### src/rtl/prog_counter_pkg.sv
// Shared encodings for the programmable counter: mode codes and one-shot FSM states.
package prog_counter_pkg;

    // Wrap policy selected by the mode input
    localparam logic [1:0] MODE_WRAP    = 2'b00;
    localparam logic [1:0] MODE_SAT     = 2'b01;
    localparam logic [1:0] MODE_ONESHOT = 2'b10;
    localparam logic [1:0] MODE_HOLD    = 2'b11;

    // One-shot sequencer states
    typedef enum logic [1:0] {
        IDLE = 2'd0,
        RUN  = 2'd1,
        DONE = 2'd2
    } os_state_t;

    // True when the mode code selects the one-shot policy
    function automatic logic is_oneshot(input logic [1:0] mode_code);
        return (mode_code == MODE_ONESHOT);
    endfunction

endpackage

### src/rtl/prog_counter_oneshot_fsm.sv
// One-shot sequencer: IDLE -> RUN on start, RUN -> DONE on an enabled terminal
// step, DONE -> RUN on start. Leaving one-shot mode forces IDLE on the next edge.
// The reload request tells the datapath to restart the count from its origin.
module prog_counter_oneshot_fsm
    import prog_counter_pkg::*;
(
    input  logic       clk,
    input  logic       rstn,
    input  logic       i_start,
    input  logic       i_term,
    input  logic [1:0] i_mode,
    output logic [1:0] o_state,
    output logic       o_busy,
    output logic       o_done,
    output logic       o_reload
);

    os_state_t r_state;
    os_state_t w_state_next;

    // State register with synchronous active-low reset
    always_ff @(posedge clk) begin
        if (!rstn) begin
            r_state <= IDLE;
        end else begin
            r_state <= w_state_next;
        end
    end

    // Next-state logic and reload request; start always wins over a terminal step
    always_comb begin
        w_state_next = r_state;
        o_reload     = 1'b0;
        if (!is_oneshot(i_mode)) begin
            w_state_next = IDLE;
        end else begin
            case (r_state)
                IDLE: begin
                    if (i_start) begin
                        o_reload     = 1'b1;
                        w_state_next = RUN;
                    end
                end
                RUN: begin
                    if (i_start) begin
                        o_reload     = 1'b1;
                        w_state_next = RUN;
                    end else if (i_term) begin
                        w_state_next = DONE;
                    end
                end
                DONE: begin
                    if (i_start) begin
                        o_reload     = 1'b1;
                        w_state_next = RUN;
                    end
                end
                default: begin
                    w_state_next = IDLE;
                end
            endcase
        end
    end

    // Status outputs decoded from the registered state
    always_comb begin
        o_busy  = 1'b0;
        o_done  = 1'b0;
        o_state = r_state;
        case (r_state)
            RUN:     o_busy = 1'b1;
            DONE:    o_done = 1'b1;
            default: ;
        endcase
    end

endmodule

### src/rtl/prog_counter.sv
// Programmable up/down counter with terminal value, synchronous load and
// wrap / saturate / one-shot / hold policies. Produces a registered
// terminal-count pulse and a sticky overflow flag.
module prog_counter
    import prog_counter_pkg::*;
#(
    parameter int               WIDTH   = 32,
    parameter logic [WIDTH-1:0] RST_VAL = '0
) (
    input  logic             clk,
    input  logic             rstn,
    input  logic             en,
    input  logic             dir,
    input  logic [1:0]       mode,
    input  logic [WIDTH-1:0] limit,
    input  logic             load,
    input  logic [WIDTH-1:0] load_val,
    input  logic             start,
    input  logic             clr_ovf,
    output logic [WIDTH-1:0] count,
    output logic             tc,
    output logic             ovf,
    output logic             busy,
    output logic             done
);

    localparam logic [WIDTH-1:0] ONE = {{(WIDTH-1){1'b0}}, 1'b1};

    logic [WIDTH-1:0] r_count;
    logic             r_tc;
    logic             r_ovf;

    logic [WIDTH-1:0] w_count_next;
    logic             w_tc_next;
    logic             w_ovf_next;
    logic             w_ovf_set;
    logic             w_term;
    logic [WIDTH-1:0] w_step_val;
    logic [WIDTH-1:0] w_origin_val;
    logic             w_os_start;
    logic             w_os_term;
    logic             w_os_reload;
    logic [1:0]       w_os_state;

    // Terminal condition on the current count; dir and limit act immediately
    assign w_term = dir ? (r_count >= limit) : (r_count == '0);

    // Plain +/-1 step, modulo 2^WIDTH
    assign w_step_val = dir ? (r_count + ONE) : (r_count - ONE);

    // Value the count restarts from after a wrap or one-shot (re)start
    assign w_origin_val = dir ? '0 : limit;

    // Load outranks start and the terminal step, so mask both from the sequencer
    assign w_os_start = start & ~load;
    assign w_os_term  = en & w_term & ~load;

    prog_counter_oneshot_fsm u_oneshot_fsm (
        .clk      (clk),
        .rstn     (rstn),
        .i_start  (w_os_start),
        .i_term   (w_os_term),
        .i_mode   (mode),
        .o_state  (w_os_state),
        .o_busy   (busy),
        .o_done   (done),
        .o_reload (w_os_reload)
    );

    // Next count, terminal pulse and overflow set, by priority load > start > step
    always_comb begin
        w_count_next = r_count;
        w_tc_next    = 1'b0;
        w_ovf_set    = 1'b0;
        if (load) begin
            w_count_next = load_val;
        end else begin
            case (mode)
                MODE_WRAP: begin
                    if (en) begin
                        if (w_term) begin
                            w_count_next = w_origin_val;
                            w_tc_next    = 1'b1;
                            w_ovf_set    = 1'b1;
                        end else begin
                            w_count_next = w_step_val;
                        end
                    end
                end
                MODE_SAT: begin
                    if (en) begin
                        if (w_term) begin
                            w_tc_next = 1'b1;
                            w_ovf_set = 1'b1;
                        end else begin
                            w_count_next = w_step_val;
                        end
                    end
                end
                MODE_ONESHOT: begin
                    if (w_os_reload) begin
                        w_count_next = w_origin_val;
                    end else if ((w_os_state == RUN) && en) begin
                        if (w_term) begin
                            w_tc_next = 1'b1;
                        end else begin
                            w_count_next = w_step_val;
                        end
                    end
                end
                default: begin
                    // Hold: count frozen, no terminal events
                end
            endcase
        end
    end

    // Sticky overflow: a new event beats a simultaneous clear
    assign w_ovf_next = w_ovf_set | (r_ovf & ~clr_ovf);

    // Datapath registers with synchronous active-low reset
    always_ff @(posedge clk) begin
        if (!rstn) begin
            r_count <= RST_VAL;
            r_tc    <= 1'b0;
            r_ovf   <= 1'b0;
        end else begin
            r_count <= w_count_next;
            r_tc    <= w_tc_next;
            r_ovf   <= w_ovf_next;
        end
    end

    assign count = r_count;
    assign tc    = r_tc;
    assign ovf   = r_ovf;

endmodule
### config.mk
export PLATFORM = sky130hd
export DESIGN_NAME = prog_counter
export DESIGN_NICKNAME = d
export VERILOG_FILES = /design/src/rtl/prog_counter_pkg.sv /design/src/rtl/prog_counter_oneshot_fsm.sv /design/src/rtl/prog_counter.sv
export SDC_FILE = /design/constraint.sdc
export NUM_CORES = 1
export LEC_CHECK = 0
export CORE_MARGIN = 8
export CORE_UTILIZATION = 49
export DETAILED_ROUTE_END_ITERATION = 8
export PLACE_DENSITY = 0.8
export RECOVER_POWER = 100
export SYNTH_ARGS = -nofsm -noshare
export SYNTH_HDL_FRONTEND = slang
export SYNTH_SLANG_ARGS = --single-unit
### constraint.sdc
create_clock -name clk -period 3.7 [get_ports clk]
set_input_delay 0.74 -clock clk [delete_from_list [all_inputs] [get_ports clk]]
set_output_delay 0.74 -clock clk [all_outputs]
set_load 0.1 [all_outputs]
==> reports/qor.txt <==
Run status: complete, no violations
Worst EP required: 3.94 ns
DRC viols: 0
TritonCTS Buffers: 5
Number of failing setup endpoints in the final timing report: 0
Most common flop cell mapped by yosys: sky130_fd_sc_hd__dfxtp_1
Reg2reg start: count[0]
Clock network latency to the later pin of the worst-skew pair: 0.31 ns
Startpoint type of the worst setup path: input pin
CTS root buffer: sky130_fd_sc_hd__clkbuf_8
Reg2reg end: count[28]
Cell with the largest stage delay on the worst path: sky130_fd_sc_hd__clkdlybuf4s50_1
Register-to-Register Setup Slack: 0.53 ns
Final worst-path setup slack: 0.0872 ns
Share of the yosys chip area belonging to registers: 13.2%
Period minus WS final: 3.61 ns
Number of hold buffers added after CTS: 0
Tightest slew margin relative to the limit: 21.5%
Yosys synthesis warning count: 0
Layout cells sized above 1: 19.6%
Routed length per instance: 21.9 um
Kind of critical path: input pin to register
Synthesized area: 5440 um^2
Critical Path Max Stage Delay: 0.50 ns
Final hold violation count: 0
Critical path peak fanout: 12
Critical hold path startpoint: ovf
Count of flip-flops with a built-in enable after synthesis: 0
Critical Path Most Common Cell: sky130_fd_sc_hd__buf_4
R2r worst-path depth: 13
Routed wire length: 24.7 mm
Number of antenna violations at the first check in global routing: 0
FMAX: 277 MHz
Area delta synth->final: 43.3%
Count of clock tree sinks: 36
Count of max-cap constraint violations: 0
Path category of the worst min-delay check: register to register
GP Congestion: 0.980
Clock tree from TritonCTS: done
Fin Clk Skew: 0.0148 ns
Number of antenna cells inserted: 0
Area enclosed by the die boundary: 14700 um^2
Wire length of the first global-routing pass: 38.6 mm
Transition time at the pin with the least slew margin: 1.18 ns
Power share of the sequential group: 19.4%
Synthesized area per cell: 7.10 um^2
Overflow after GRT: 0
Leakage: 3.56 nW
Die Span X: 121 um
P_sw: 1.17 mW
Number of iterations in the first detailed-routing pass: 5
Pwr dens: 325 nW/um^2
Endpoint class of the critical path: register
Async S/R FF share, synth: 0%
Cells along the critical path: clkdlybuf4s50_1 > inv_1 > buf_12 > ha_1 > buf_4 > o211a_1 > o31ai_1 > buf_4 > a31o_1 > o21a_2 > o21ai_4 > a21oi_4 > o31ai_2 > xor2_1 > o21ai_1 > a211oi_2
Count of nets left with antenna violations after detail routing: 0
Period utilisation layout: 97.6%
Drt first-iter violations: 895
FF+latch count, synth: 36
Post-CTS setup buffer count: 0
Combinational share of power: 59.8%
Combined global-route utilization of all metal layers: 32.8%
Detailed-route via count: 7295
Unrepaired setup endpoints after global routing: yes
Clock edge transition at the registers on the reported setup and hold paths: 0.10 ns
PnR Total Power: 2.54 mW
Cell internal power dissipation: 1.36 mW
Per-cell via count in the routed design: 6.47
Nets in the synthesized netlist: 907
Post-synth cell types: 78
Floorplan die height: 121 um
Clock network fraction of design power: 20.7%
Placeable Area: 10800 um^2
Hold worst-path end: ovf
Cells on Worst Hold Path: 2
Worst-case setup slack after placement: -0.307 ns
Arrival @ worst endpoint: 3.86 ns
Count of buffer and inverter cells on the critical path: 5
Switching part of the total: 46.2%
Placed wire-length estimate: 19.0 mm
Total of buffers placed on input and output ports: 108
Cell type group with the largest total delay on the critical path: compound AO/OA/AOI/OAI gates
Maximum number of pins on one net before global-route repair: 43
Initial cell density of the core: 50.2%
Max VDD drop: 0.245 mV
# IOs: 109
Max Root-Sink Buffers: 2
Final #Nets: 1127
Cell count after synthesis: 767
Row count: 38
Number of fill cells in the layout: 909
Final slew viol count: 0
Number of global-route vias before repair: 7385
H-tree lvl count: 2
registers in the layout, indices dropped and copies added (netlist names):
signal and flops:
count 32, u_oneshot_fsm.o_state 2, ovf 1, tc 1
cell usage after synthesis, types with 3 or more instances:
library cell / count / area, um^2
sky130_fd_sc_hd__a21oi_1: 100 / 500
sky130_fd_sc_hd__nand2_1: 68 / 255
sky130_fd_sc_hd__ha_1: 66 / 826
sky130_fd_sc_hd__nor2_1: 60 / 225
sky130_fd_sc_hd__o21ai_0: 54 / 270
sky130_fd_sc_hd__inv_1: 50 / 188
sky130_fd_sc_hd__nor3_1: 38 / 190
sky130_fd_sc_hd__dfxtp_1: 36 / 721
sky130_fd_sc_hd__clkbuf_1: 23 / 86.3
sky130_fd_sc_hd__a211oi_1: 17 / 128
sky130_fd_sc_hd__a21o_1: 17 / 128
sky130_fd_sc_hd__nand4_1: 17 / 106
sky130_fd_sc_hd__nand3_1: 15 / 75.1
sky130_fd_sc_hd__nor4_1: 15 / 93.8
sky130_fd_sc_hd__xnor2_1: 15 / 131
sky130_fd_sc_hd__a221oi_1: 10 / 87.6
sky130_fd_sc_hd__xor2_1: 10 / 87.6
sky130_fd_sc_hd__o211ai_1: 8 / 60.1
sky130_fd_sc_hd__nor2b_1: 7 / 43.8
sky130_fd_sc_hd__and3_1: 6 / 37.5
sky130_fd_sc_hd__clkbuf_8: 6 / 82.6
sky130_fd_sc_hd__o21a_1: 6 / 45.0
sky130_fd_sc_hd__o21ai_1: 6 / 30.0
sky130_fd_sc_hd__a311oi_1: 5 / 43.8
sky130_fd_sc_hd__a31oi_1: 5 / 31.3
sky130_fd_sc_hd__a21oi_2: 4 / 35.0
sky130_fd_sc_hd__a221o_1: 4 / 40.0
sky130_fd_sc_hd__a22oi_1: 4 / 30.0
sky130_fd_sc_hd__a32o_1: 4 / 40.0
sky130_fd_sc_hd__a41oi_1: 4 / 35.0
sky130_fd_sc_hd__buf_2: 4 / 20.0
sky130_fd_sc_hd__buf_4: 4 / 30.0
sky130_fd_sc_hd__nor3b_1: 4 / 30.0
sky130_fd_sc_hd__o21bai_1: 4 / 30.0
sky130_fd_sc_hd__a2111oi_2: 3 / 45.0
sky130_fd_sc_hd__a211o_1: 3 / 26.3
sky130_fd_sc_hd__a21boi_0: 3 / 22.5
sky130_fd_sc_hd__o221a_2: 3 / 33.8
sky130_fd_sc_hd__o22ai_1: 3 / 18.8
sky130_fd_sc_hd__o32ai_1: 3 / 26.3
per-stage QoR:
step / hold WS (ns) / instance area [um^2] / TNS, ns / std cells / util, %
2_1_floorplan: 0.527 / 5440 / 0 / 767 / -
5_1_grt: 0.551 / 7800 / -0.313 / 1128 / 71.9
3_5_place_dp: 0.517 / 7570 / -3.82 / 1120 / 69.9
4_1_cts: 0.540 / 7740 / 0 / 1128 / 71.4
6_report: 0.533 / 7800 / 0 / 1128 / 71.9
3_3_place_gp: 0.472 / 7570 / -2.35 / 1120 / 69.9
worst max-delay path by stage:
stage / start / end / slack, ns / depth (start not counted)
2_1_floorplan: dir / count[29] / 0.08 / 12
3_3_place_gp: dir / count[25] / -0.23 / 15
3_5_place_dp: dir / count[25] / -0.31 / 15
4_1_cts: dir / count[25] / 0.03 / 16
5_1_grt: dir / count[30] / -0.06 / 13
6_report: dir / count[28] / 0.09 / 16
metal layers:
layer  vias to the layer above  GRT usage (%)  wire length (um)
met5                         -              0                 0
met4                         0           17.7              1170
met3                        91           6.14              2730
met2                       496           53.5             11400
met1                      3378           39.9              9400
li1                       3330              -                 -
power groups by stage:
stage / clock network, mW / logic [mW] / registers [mW]
finish: 0.526 / 1.52 / 0.493
global route: 0.534 / 1.62 / 0.496
CTS: 0.519 / 1.49 / 0.490
detailed placement: 0 / 1.47 / 0.499
global placement: 0 / 1.45 / 0.498
floorplan: 0 / 0.680 / 0.716
repair_timing:
action | 4_1_cts | 5_1_grt
gates resized for setup | 2 | 19
pin swaps | 0 | 5
endpoints found under the setup margin | 1 | 25
logic make-up after synthesis:
family                     count (synthesis)  share of synthesized area, %
xor gates and xnor gates                  25                          4.02
buffers and inverters                     96                          9.15
and+or+nand+nor                          247                          21.8
DFF                                       36                          13.2
adders and majority gates                 67                          15.5
AOI/OAI and AO/OA                        294                          35.9
muxes                                      2                         0.368
cell usage in the layout, fill, tap and decap left out, types with 15 or more instances in the layout:
| master | Yosys | final |
|---|---|---|
| sky130_fd_sc_hd__a211oi_1 | 17 | 16 |
| sky130_fd_sc_hd__a21o_1 | 17 | 17 |
| sky130_fd_sc_hd__a21oi_1 | 100 | 99 |
| sky130_fd_sc_hd__buf_4 | 4 | 143 |
| sky130_fd_sc_hd__clkdlybuf4s50_1 | 0 | 72 |
| sky130_fd_sc_hd__dfxtp_1 | 36 | 36 |
| sky130_fd_sc_hd__dlygate4sd3_1 | 0 | 33 |
| sky130_fd_sc_hd__ha_1 | 66 | 64 |
| sky130_fd_sc_hd__inv_1 | 50 | 50 |
| sky130_fd_sc_hd__nand2_1 | 68 | 68 |
| sky130_fd_sc_hd__nand3_1 | 15 | 15 |
| sky130_fd_sc_hd__nand4_1 | 17 | 17 |
| sky130_fd_sc_hd__nor2_1 | 60 | 59 |
| sky130_fd_sc_hd__nor3_1 | 38 | 36 |
| sky130_fd_sc_hd__nor4_1 | 15 | 15 |
| sky130_fd_sc_hd__o21ai_0 | 54 | 53 |
| sky130_fd_sc_hd__xnor2_1 | 15 | 15 |
worst register-to-register path, delay by kind of cell, from the launching register on:
| kind | cells | cell delay, ns |
|---|---|---|
| xor+xnor | 1 | 0.19 |
| compound gates | 8 | 1.46 |
| simple gates | 1 | 0.24 |
| buf+inv | 2 | 0.30 |
| flops | 1 | 0.49 |
| fa+ha+maj | 1 | 0.44 |
layout make-up:
type / instances / area, um^2 / area share (%)
Multi-Input combinational cell: 635 / 4310 / 55.3
Inverter: 51 / 191 / 2.45
Timing Repair Buffer: 258 / 2240 / 28.8
Tap cell: 140 / 175 / 2.25
Clock buffer: 5 / 68.8 / 0.882
Sequential cell: 36 / 721 / 9.24
Clock inverter: 3 / 90.1 / 1.16
Power figures use the tool's default switching activity.
